### src/rtl/instruction_fetch_if.sv
// Fetch-stage bus: instruction-memory read port, redirect/halt control from
// the back end, and the decode-facing instruction stream.
//
// Decode handshake: a transfer happens on every rising clock edge where
// instr_valid and instr_ready are both high. Once instr_valid is raised,
// instr, instr_pc and instr_valid stay unchanged until that transfer occurs.
// The only exceptions are a redirect or a reset, which discard the
// instruction. instr_valid never depends on instr_ready.
interface instruction_fetch_if #(
  parameter int ADDR_W  = 8,
  parameter int INSTR_W = 24
);
  logic [ADDR_W-1:0]  imem_address;
  logic [INSTR_W-1:0] imem_data_out;
  logic               redirect_valid;
  logic [ADDR_W-1:0]  redirect_pc;
  logic               halt;
  logic               instr_valid;
  logic               instr_ready;
  logic [INSTR_W-1:0] instr;
  logic [ADDR_W-1:0]  instr_pc;

  // Fetch stage side.
  modport master (
    output imem_address, instr_valid, instr, instr_pc,
    input  imem_data_out, redirect_valid, redirect_pc, halt, instr_ready
  );

  // Memory / control / decode side.
  modport slave (
    input  imem_address, instr_valid, instr, instr_pc,
    output imem_data_out, redirect_valid, redirect_pc, halt, instr_ready
  );
endinterface

### src/rtl/instruction_fetch.sv
// Instruction fetch stage: owns the PC, drives the synchronous instruction
// memory, and absorbs its one-cycle read latency with a small {pc, instr}
// buffer in front of decode. The issue rule counts the in-flight read as an
// occupied slot, so a returning read always has room in the buffer.
module instruction_fetch #(
  parameter int                ADDR_W   = 8,
  parameter int                INSTR_W  = 24,
  parameter int                DEPTH    = 2,
  parameter logic [ADDR_W-1:0] RESET_PC = '0
) (
  input  logic                 clk,
  input  logic                 rst_n,
  instruction_fetch_if.master  bus
);
  localparam int PTR_W = (DEPTH > 1) ? $clog2(DEPTH) : 1;
  localparam int CNT_W = $clog2(DEPTH + 1);
  localparam int OCC_W = CNT_W + 1;

  logic [ADDR_W-1:0]  fetch_pc_q, fetch_pc_d;
  logic               pending_q, pending_d;
  logic [ADDR_W-1:0]  pending_pc_q, pending_pc_d;
  logic [CNT_W-1:0]   count_q, count_d;
  logic [PTR_W-1:0]   rd_ptr_q, rd_ptr_d;
  logic [PTR_W-1:0]   wr_ptr_q, wr_ptr_d;
  logic [ADDR_W-1:0]  fifo_pc_q    [DEPTH];
  logic [ADDR_W-1:0]  fifo_pc_d    [DEPTH];
  logic [INSTR_W-1:0] fifo_instr_q [DEPTH];
  logic [INSTR_W-1:0] fifo_instr_d [DEPTH];

  logic             pop;
  logic             push;
  logic             issue;
  logic [OCC_W-1:0] occ_next;

  function automatic logic [PTR_W-1:0] ptr_inc(input logic [PTR_W-1:0] p);
    return (p == PTR_W'(DEPTH - 1)) ? '0 : p + 1'b1;
  endfunction

  // Handshake terms: pop from decode, push of the returning read, and the
  // decision to issue a new read this cycle.
  always_comb begin
    pop      = (count_q != '0) & bus.instr_ready;
    push     = pending_q & ~bus.redirect_valid;
    occ_next = OCC_W'(count_q) + OCC_W'(pending_q) - OCC_W'(pop);
    issue    = ~bus.redirect_valid & ~bus.halt & (occ_next < OCC_W'(DEPTH));
  end

  // Next-state logic. A redirect overrides everything else: it flushes the
  // buffer and the in-flight read, then loads the new PC.
  always_comb begin
    fetch_pc_d   = fetch_pc_q;
    pending_d    = pending_q;
    pending_pc_d = pending_pc_q;
    count_d      = count_q;
    rd_ptr_d     = rd_ptr_q;
    wr_ptr_d     = wr_ptr_q;
    fifo_pc_d    = fifo_pc_q;
    fifo_instr_d = fifo_instr_q;
    if (bus.redirect_valid) begin
      fetch_pc_d = bus.redirect_pc;
      pending_d  = 1'b0;
      count_d    = '0;
      rd_ptr_d   = '0;
      wr_ptr_d   = '0;
    end else begin
      if (issue) begin
        pending_d    = 1'b1;
        pending_pc_d = fetch_pc_q;
        fetch_pc_d   = fetch_pc_q + 1'b1;
      end else begin
        pending_d = 1'b0;
      end
      if (push) begin
        fifo_pc_d[wr_ptr_q]    = pending_pc_q;
        fifo_instr_d[wr_ptr_q] = bus.imem_data_out;
        wr_ptr_d               = ptr_inc(wr_ptr_q);
      end
      if (pop) begin
        rd_ptr_d = ptr_inc(rd_ptr_q);
      end
      count_d = count_q + CNT_W'(push) - CNT_W'(pop);
    end
  end

  // State registers. The buffer storage is cleared too, so the head outputs
  // read zero out of reset.
  always_ff @(posedge clk or negedge rst_n) begin
    if (!rst_n) begin
      fetch_pc_q   <= RESET_PC;
      pending_q    <= 1'b0;
      pending_pc_q <= '0;
      count_q      <= '0;
      rd_ptr_q     <= '0;
      wr_ptr_q     <= '0;
      for (int i = 0; i < DEPTH; i++) begin
        fifo_pc_q[i]    <= '0;
        fifo_instr_q[i] <= '0;
      end
    end else begin
      fetch_pc_q   <= fetch_pc_d;
      pending_q    <= pending_d;
      pending_pc_q <= pending_pc_d;
      count_q      <= count_d;
      rd_ptr_q     <= rd_ptr_d;
      wr_ptr_q     <= wr_ptr_d;
      fifo_pc_q    <= fifo_pc_d;
      fifo_instr_q <= fifo_instr_d;
    end
  end

  // All outputs come straight from state.
  assign bus.imem_address = fetch_pc_q;
  assign bus.instr_valid  = (count_q != '0);
  assign bus.instr        = fifo_instr_q[rd_ptr_q];
  assign bus.instr_pc     = fifo_pc_q[rd_ptr_q];
endmodule

### src/flat_wrapper.sv
// flat-port wrapper written by rule: the top's interface ports become plain ports
module instruction_fetch_flat 
#(
  parameter int                ADDR_W   = 8,
  parameter int                INSTR_W  = 24,
  parameter int                DEPTH    = 2,
  parameter logic [ADDR_W-1:0] RESET_PC = '0
)
  (clk, rst_n, bus_imem_address, bus_instr_valid, bus_instr, bus_instr_pc, bus_imem_data_out, bus_redirect_valid, bus_redirect_pc, bus_halt, bus_instr_ready);
  instruction_fetch_if #(.ADDR_W(ADDR_W), .INSTR_W(INSTR_W)) bus_i ();
  input  logic clk;
  input  logic rst_n;
  output wire logic [$bits(bus_i.imem_address)-1:0] bus_imem_address;
  output wire logic [$bits(bus_i.instr_valid)-1:0] bus_instr_valid;
  output wire logic [$bits(bus_i.instr)-1:0] bus_instr;
  output wire logic [$bits(bus_i.instr_pc)-1:0] bus_instr_pc;
  input wire logic [$bits(bus_i.imem_data_out)-1:0] bus_imem_data_out;
  input wire logic [$bits(bus_i.redirect_valid)-1:0] bus_redirect_valid;
  input wire logic [$bits(bus_i.redirect_pc)-1:0] bus_redirect_pc;
  input wire logic [$bits(bus_i.halt)-1:0] bus_halt;
  input wire logic [$bits(bus_i.instr_ready)-1:0] bus_instr_ready;
  assign bus_imem_address = bus_i.imem_address;
  assign bus_instr_valid = bus_i.instr_valid;
  assign bus_instr = bus_i.instr;
  assign bus_instr_pc = bus_i.instr_pc;
  assign bus_i.imem_data_out = bus_imem_data_out;
  assign bus_i.redirect_valid = bus_redirect_valid;
  assign bus_i.redirect_pc = bus_redirect_pc;
  assign bus_i.halt = bus_halt;
  assign bus_i.instr_ready = bus_instr_ready;
  instruction_fetch #(.ADDR_W(ADDR_W), .INSTR_W(INSTR_W), .DEPTH(DEPTH), .RESET_PC(RESET_PC)) u_core (.clk(clk), .rst_n(rst_n), .bus(bus_i));
endmodule
### config.mk
export PLATFORM = sky130hd
export DESIGN_NAME = instruction_fetch_flat
export DESIGN_NICKNAME = d
export VERILOG_FILES = /design/src/rtl/instruction_fetch_if.sv /design/src/rtl/instruction_fetch.sv /design/src/flat_wrapper.sv
export SDC_FILE = /design/constraint.sdc
export NUM_CORES = 1
export LEC_CHECK = 0
export ABC_CLOCK_PERIOD_IN_PS = 2390
export CAP_MARGIN = 0
export CELL_PAD_IN_SITES_DETAIL_PLACEMENT = 1
export CELL_PAD_IN_SITES_GLOBAL_PLACEMENT = 1
export CORE_MARGIN = 2
export CORE_UTILIZATION = 39
export CTS_BUF_LIST = sky130_fd_sc_hd__clkbuf_8
export CTS_CLUSTER_SIZE = 30
export DETAILED_ROUTE_END_ITERATION = 16
export GPL_TIMING_DRIVEN = 0
export PLACE_DENSITY = 0.86
export SYNTH_ARGS = -nofsm -noshare
export SYNTH_HDL_FRONTEND = slang
export SYNTH_SLANG_ARGS = --single-unit
export TNS_END_PERCENT = 5
### constraint.sdc
create_clock -name clk -period 2.39 [get_ports clk]
set_clock_uncertainty 0.1 [all_clocks]
set_input_delay 0.717 -clock clk [delete_from_list [all_inputs] [get_ports clk]]
set_output_delay 0.717 -clock clk [all_outputs]
set_load 0.1 [all_outputs]
# After elaboration in Yosys (flattened, before gate mapping)
# Cells that the tools add are included.
[op_classes]
n_reduce_logical = 7
order_cmp = 4
n_bitwise = 8
mux = 23
n_addsub = 7
[op_table]
columns = ["cell", "n"]
rows = [
  ["$mux 24", 4],
  ["$bwmux 48", 1],
  ["$mux 8", 6],
  ["$demux 24 s1", 1],
  ["$bwmux 16", 1],
  ["$add 8x1->8 const B", 1],
  ["$demux 8 s1", 1],
  ["$mux 1", 8],
  ["$reduce_bool 2->1", 4],
  ["$and 1x1->1", 4],
  ["$ge 2x2->1 const B", 2],
  ["$not 1->2", 2],
  ["$reduce_and 2->1", 2],
  ["$add 2x1->3", 1],
  ["$lt 3x2->1 const B", 1],
  ["$sub 3x1->3", 1],
  ["$add 1x1->1 const B", 2],
  ["$add 2x1->2", 1],
  ["$lt 2x1->1 const B", 1],
  ["$mux 2", 1],
  ["$not 1->1", 2],
  ["$sub 2x1->2", 1],
  ["$logic_and 1x1->1", 1],
]
[word_totals]
elab_cells = 59
output_inout_bits = 41
regBits = 85

# Logic depth before layout (Yosys ltp)
# Gate-level depths: netlist of the first run.
[depth]
word_depth = 7
mapped_depth = 9
mapped_depth_nobuf = 9

# Worst setup path before layout of the first run
# No wires, ideal clock.
[synth_timing]
path_kind = "register to register"
start = "register u_core.count_q[1]"
end = "register u_core.fetch_pc_q[5] (netlist: u_core.bus.imem_address[5])"
period_less_slack_ns = 2.845
stages_incl_launch_ff = 9
path_slack_ns = -0.455
setup_ns = 0.075
required_ns = 2.215
arrival_ns = 2.671
path_cell_list = "dfrtp_1 -> or2_2 -> nand2_1 -> nor2_1 -> fa_1 -> nor2b_1 -> nand3_2 -> or4_1 -> nand3_1"
[synth_between]
elab_chain_len = 6
elab_cells_between_ends = 7
classes_between = "add/sub (2); order compare (1); bitwise (2); reduce/logical (2)"
[synth_lines]
columns = ["item", "line_no", "rtl"]
rows = [
  ["from (decl)", "instruction_fetch.sv:22", "logic [CNT_W-1:0] count_q, count_d;"],
  ["from (signal assigned)", "instruction_fetch.sv:103", "count_q <= count_d;"],
  ["$reduce_bool 2->1", "-", ""],
  ["via bus_instr_valid", "flat_wrapper.sv:14", "output wire logic [$bits(bus_i.instr_valid)-1:0] bus_instr_valid;"],
  ["$and 1x1->1", "instruction_fetch.sv:42", "pop = (count_q != '0) & bus.instr_ready;"],
  ["$sub 3x1->3", "instruction_fetch.sv:44", "occ_next = OCC_W'(count_q) + OCC_W'(pending_q) - OCC_W'(pop);"],
  ["$lt 3x2->1", "instruction_fetch.sv:45", "issue = ~bus.redirect_valid & ~bus.halt & (occ_next < OCC_W'(DEPTH));"],
  ["$and 1x1->1", "instruction_fetch.sv:45", ""],
  ["$reduce_bool 2->1 (no line)", "-", ""],
  ["to (signal assigned)", "instruction_fetch.sv:100", "fetch_pc_q <= fetch_pc_d;"],
  ["to (decl)", "instruction_fetch.sv:19", "logic [ADDR_W-1:0] fetch_pc_q, fetch_pc_d;"],
]
# The timed path passes the listed nets, and every way through them passes these cells.
# A chain may end at the register's enable or synchronous reset.

# Worst setup path after layout of the first run
[layout_timing]
start = "register u_core.rd_ptr_q"
end = "output port bus_instr[23]"
[layout_between]
elab_chain_len = 4
[layout_lines]
columns = ["item", "line_no", "rtl"]
rows = [
  ["from (decl)", "instruction_fetch.sv:23", "logic [PTR_W-1:0] rd_ptr_q, rd_ptr_d;"],
  ["from (signal assigned)", "instruction_fetch.sv:104", "rd_ptr_q <= rd_ptr_d;"],
  ["$not 1->2 (implied by the code)", "instruction_fetch.sv:114", "assign bus.instr = fifo_instr_q[rd_ptr_q];"],
  ["$mux 24 (implied by the code) (3 in a row)", "instruction_fetch.sv:114", ""],
  ["to (decl)", "flat_wrapper.sv:15", "output wire logic [$bits(bus_i.instr)-1:0] bus_instr;"],
]
# Every way passes these cells. The select of a mux whose other input is x is not followed.

==> results of run 1 <==
==> worst max-delay path by stage <==
stage / slack [ns] / startpoint / cells after the start / end
after floorplan: -0.04 / u_core.count_q[1]$_DFF_PN0_ / 8 / u_core.bus.imem_address[1]$_DFFE_PN0P_
after CTS: -0.08 / u_core.rd_ptr_q$_DFFE_PN0P_ / 3 / bus_instr[17]
after global routing: -0.12 / u_core.rd_ptr_q$_DFFE_PN0P_ / 2 / bus_instr_pc[0]
after detailed placement: -0.80 / bus_instr_ready / 8 / u_core.bus.imem_address[3]$_DFFE_PN0P_
final: -0.05 / u_core.rd_ptr_q$_DFFE_PN0P_ / 2 / bus_instr[23]
after global placement: -2.75 / rst_n / 1 / u_core.count_q[1]$_DFF_PN0_
==> power by group <==
part	switching [W]	total (W)	leakage [nW]	internal [W]
Clock	0.000484	0.00106	0.113	0.000576
Sequential	0.000228	0.00207	1.05	0.00184
Combinational	0.00182	0.00259	1.05	0.000774
==> per-stage QoR <==
step	setup WS, ns	hold slack [ns]	utilization	instances
after floorplan	-0.0427	0.321	-	264
after global placement	-2.75	0.366	0.508	469
after detailed placement	-0.796	0.388	0.511	470
after CTS	-0.0776	0.240	0.531	485
after global routing	-0.117	0.261	0.537	490
final	-0.0540	0.230	0.537	490
==> repair_timing <==
item / 4_1_cts / 5_1_grt
pin swaps: 1 / 3
cloned: 0 / 0
endpoints found under the setup margin: 58 / 46
buffers inserted: 0 / 5
gates resized for setup: 221 / 12
==> layout make-up <==
type | count | share of cell area
plain buffers | 13 | 0.0215
inverters | 3 | 0.00225
repair buffers | 82 | 0.153
flip-flops and latches | 85 | 0.425
clock inverters | 7 | 0.0167
well taps | 129 | 0.0322
multi-input cells | 162 | 0.325
clock buffers | 9 | 0.0247
==> cell usage after synthesis (all sizes together) <==
master	number
nor4	1
clkbuf	3
buf	11
or2	2
nand4	1
nand2	15
nand3	4
nor2	5
mux2	103
o21ai	2
nor2b	4
inv	3
or4	1
a221o	3
xor2	3
and3	1
nor3b	1
xnor2	3
dfrtp	85
ha	2
a31oi	2
o211ai	3
fa	1
o311ai	4
mux2i	1
==> layout by cell type, fill, tap and decap left out, types with 4 or more instances in the layout <==
cell / count
buf_2: 5
mux2_2: 102
buf_4: 34
dfrtp_1: 83
nor2_1: 4
clkdlybuf4s15_2: 11
clkbuf_8: 9
clkdlybuf4s50_1: 33
inv_1: 6
buf_6: 9
nand2_1: 14
==> critical path, delay by kind of cell (launching register included) <==
kind / cells / cell delay (ns)
flip-flops: 1 / 0.46
buffers and inverters: 1 / 0.47
multiplexers: 1 / 0.35
==> state kept, by name, indices dropped and copies added (netlist names) <==
signal                   flops
u_core.fifo_instr_q         48
u_core.pending_pc_q          8
u_core.pending_q             1
u_core.count_q               2
u_core.wr_ptr_q              1
u_core.rd_ptr_q              1
u_core.fifo_pc_q            16
u_core.bus.imem_address      8
==> per-layer routing <==
layer,up-vias,part of all wire
met5,-,0
met4,0,0.014
met3,10,0.054
met2,64,0.51
met1,1258,0.42
li1,1132,-
==> cell families after synthesis <==
family                     Yosys count  share of synthesized area
buffers and inverters               17                     0.0258
xor gates and xnor gates             6                     0.0159
DFF                                 85                      0.562
muxes                              104                      0.309
AOI/OAI and AO/OA                   14                     0.0291
and+or+nand+nor                     35                     0.0460
adders and majority gates            3                     0.0119
==> flow_summary.toml, run 1 <==
[outcome]
status = "finished with violations"
violations = "setup timing"

[grt]
grt_pass1_wl_mm = 13.6
grt_max_degree = 49
grt_pass1_vias = 2709
use_met2 = 0.295
antenna_found_initial = 0
gr-usage-met1 = 0.211
grt_overflow = 0
use_met3 = 0.0346
grtUsageTotal = 0.170
gr-max-usage-layer = "met2"

[worst_setup_path]
r2r-end = "u_core.bus.imem_address[1]$_DFFE_PN0P_"
path_cells = "mux2_2, clkdlybuf4s15_2"
crit_slowest_cell = "clkdlybuf4s15_2"
cp_data_arrival_time_ns = 1.63
crit_fanout = 6
ff2ff_path_depth = 8
end_kind = "output port"
regToRegSetupSlack_ns = 0.06
timing.rr.start = "u_core.count_q[0]$_DFF_PN0_"
cp.required_ns = 1.57
cpPeakStageDelay_ns = 0.47
worstSetupStartpointType = "flop"
crit_type = "reg2out"

[finish]
final_area_um2 = 5010
layout-drive-gt1-share = 0.529
nFillCells = 937
seq_area_um2 = 2130
nets = 396
multiInputGateArea_um2 = 1630
diodes = 0
syn2layout_area_growth_pct = 32.4

[run]
maxCapViolations = 0

[timing]
max_slew_margin = 0.626
worst_pin_slew_ns = 0.563
finalHoldViolations = 0
post-route-min-period_ns = 2.44
setup_ws_ns = -0.0540
maxSlewViolCount = 0
finalCritPeriodShare = 1.02
rsz0062_at_grt = "true"
setup_viol = 8
tns_ns = -0.127
max_freq_mhz = 409

[drt]
routed-via-count = 2464
drt-total-wl_mm = 8.34
antenna_left = 0
dr.pass1.iters = 4
drt_iter0_drc = 41
wire_per_inst_um = 17.0
drc = 0
viasPerCell = 5.03

[floorplan]
die_area_um2 = 10500
fp.dieW_um = 102
io_pins = 78
core_area_um2 = 9330
rows = 35
initial_utilization = 0.406
die_y_um = 102

[placement]
hpwl_mm = 5.95
port_buffers = 76
dpl_cell_area_um2 = 4760
gp_congestion = 0.822

[min_path]
min_path_type = "in2async"

[logic_synthesis]
yosys.area.top_type = "dfrtp_1"
synth-seq-cells = 85
yosysWarnings = 0
syn_area_um2 = 3780
synth_top_cell_area_share = 0.562
ys_seq_area_frac = 0.562
syn_area_per_cell_um2 = 14.3
ys_types = 32
synthCells = 264
synth_nets = 304
synth_area_leaders = "dfrtp_1, mux2_2, nand2_1"

[clocking]
cts.sinks = 85
htreeDepth = 3
clk_path_buf_depth = 2
cts_tree = "built"
clk_latency_ns = 0.35
clkSlewWorstSetupHoldPaths_ns = 0.08
cts-buffers-inserted = 9
ctsHoldBuffers = 0
cts_root_buf = "clkbuf_8"

[power_and_ir_drop]
power.density_nw_per_um2 = 1140
vdd_drop_max_uv = 483
p_total_w = 0.00572
leakagePower_nw = 2.22
Power figures use the tool's default switching activity.
==> inputs of run 2 (changes only) <==
Settings changed: CORE_MARGIN 2 to not set.
==> run 2 against run 1 <==
The run still ends with setup timing left. Via count fell by 1.1%. Sequential share of layout area up 0.27 points. Setup slack worse by 0.021 ns. Die area shrank 3.9%. Critical endpoint is now bus_instr_pc[7]. Highest routed layer unchanged.
==> flow_summary.toml, run 2 (same netlist as run 1, synthesis figures left out) <==
[clocking]
cts_root_buf = "clkbuf_8"
clkSlewWorstSetupHoldPaths_ns = 0.08
clk_latency_ns = 0.34
cts.sinks = 85
cts_tree = "built"
clk_path_buf_depth = 2
htreeDepth = 3
cts-buffers-inserted = 9

[worst_setup_path]
path_cells = "mux2_2, clkdlybuf4s15_2"
cp.required_ns = 1.57
cpPeakStageDelay_ns = 0.47
worstSetupStartpointType = "flop"
crit_fanout = 6
crit_type = "reg2out"
cp_data_arrival_time_ns = 1.65
end_kind = "output port"
crit_slowest_cell = "dfrtp_2"
critical_path.top_delay_family = "flip-flops"
critPathBufInv = 1

[placement]
dp.cells = 470
port_buffers = 76
pre_cts_slack_ns = -0.842
gp_congestion = 0.805
hpwl_mm = 6.12
dpl_cell_area_um2 = 4760

[finish]
layout_commonest_cell = "mux2_2"
utilization = 0.534
nets = 392
syn2layout_area_growth_pct = 31.6
top_register = "u_core.fifo_instr_q"
layout-drive-gt1-share = 0.515
stdcell_count = 486
mostFrequentLayoutCells = "mux2_2, dfrtp_1, clkdlybuf4s50_1"
nFillCells = 938
final_area_um2 = 4980
diodes = 0
reg_top3 = "u_core.fifo_instr_q: 48 flops, u_core.fifo_pc_q: 16 flops"
largest_reg_flops = 48

[drt]
wire_per_inst_um = 17.3
routed-via-count = 2438
dr.pass1.iters = 4
viasPerCell = 5.02
drt_iter0_drc = 23
antenna_left = 0
drt-total-wl_mm = 8.41
drc = 0

[floorplan]
initial_utilization = 0.406
io_pins = 78
rows = 35
die_y_um = 100
core_area_um2 = 9330
fp.dieW_um = 100
die_area_um2 = 10100

[grt]
grt_overflow = 0
grt_pass1_vias = 2806
antenna_found_initial = 0
grtUsageTotal = 0.180
grt_pass1_wl_mm = 13.9
grt_max_degree = 52

[outcome]
violations = "setup timing"
status = "finished with violations"

[timing]
finalCritPeriodShare = 1.03
tns_ns = -0.401
max_freq_mhz = 406
post-route-min-period_ns = 2.47
maxSlewViolCount = 0
max_slew_margin = 0.621
setup_viol = 24
rsz0062_at_grt = "true"
worst_pin_slew_ns = 0.571
setup_ws_ns = -0.0750
finalHoldViolations = 0

[power_and_ir_drop]
vdd_drop_max_uv = 578
power.density_nw_per_um2 = 1160
leakagePower_nw = 2.19

[min_path]
min_path_type = "in2async"

[run]
maxCapViolations = 0
[run 2: changes by cell type in the layout (fill, tap and decap cells not counted), moves of 2 or more]
cell,delta
o311ai_2,-2
buf_6,+8
buf_4,-13
o311ai_1,+2
[run 2: area by class of cell]
class	count	area (um^2)	area share
timing repair buffer	78	758	0.152
sequential	85	2130	0.428
clock buffer	9	124	0.0249
inverter	3	11.3	0.00226
buffer	13	108	0.0216
clock inverter	7	83.8	0.0168
multi-input combinational	162	1600	0.322
tap	129	161	0.0324
[run 2: worst paths after layout]
check	start	endpoint	slack, ns	cells past startpoint
min reg2reg	u_core.fifo_instr_q[25]$_DFFE_PN0P_	u_core.fifo_instr_q[25]$_DFFE_PN0P_	0.39	1
min	rst_n	u_core.fifo_instr_q[12]$_DFFE_PN0P_	0.22	1
min in group clk	u_core.fifo_instr_q[25]$_DFFE_PN0P_	u_core.fifo_instr_q[25]$_DFFE_PN0P_	0.39	1
max reg2reg	u_core.count_q[1]$_DFF_PN0_	u_core.pending_pc_q[3]$_DFFE_PN0P_	0	8
max	u_core.rd_ptr_q$_DFFE_PN0P_	bus_instr_pc[7]	-0.08	2
max in group asynchronous	rst_n	u_core.rd_ptr_q$_DFFE_PN0P_	1.35	2
[run 2: stage by stage]
| step | hold WS [ns] | total power, W |
|---|---|---|
| 6_report | 0.217 | 0.00576 |
| 5_1_grt | 0.237 | 0.00601 |
| 4_1_cts | 0.225 | 0.00583 |
| 3_5_place_dp | 0.377 | 0.00475 |
| 3_3_place_gp | 0.370 | 0.00465 |
| 2_1_floorplan | 0.321 | 0.00411 |
[run 2: worst reg2reg max path: cells and delay by family (launching register included)]
kind / cells / cell delay [ns]
flip-flops: 1 / 0.48
AND/OR/NAND/NOR: 5 / 0.73
multiplexers: 1 / 0.27
buffers and inverters: 1 / 0.18
adder cells (fa/ha/maj): 1 / 0.53
[run 2: timing repair]
action	in CTS	in global routing
hold buffers	0	0
buffers inserted	1	0
gates resized for setup	230	8
pin swaps	2	1
endpoints found under the setup margin	58	47
[run 2: layer usage]
| layer | up-vias | GRT usage | share of wire |
|---|---|---|---|
| li1 | 1115 | - | - |
| met1 | 1251 | 0.216 | 0.44 |
| met2 | 61 | 0.320 | 0.50 |
| met3 | 11 | 0.0395 | 0.044 |
| met4 | 0 | 0.0602 | 0.014 |
| met5 | - | 0 | 0 |
[run 2: power breakdown]
group          total [W]  internal [W]  switching (W)
registers        0.00207       0.00184       0.000231
clock network    0.00106      0.000576       0.000482
logic            0.00263      0.000804        0.00183
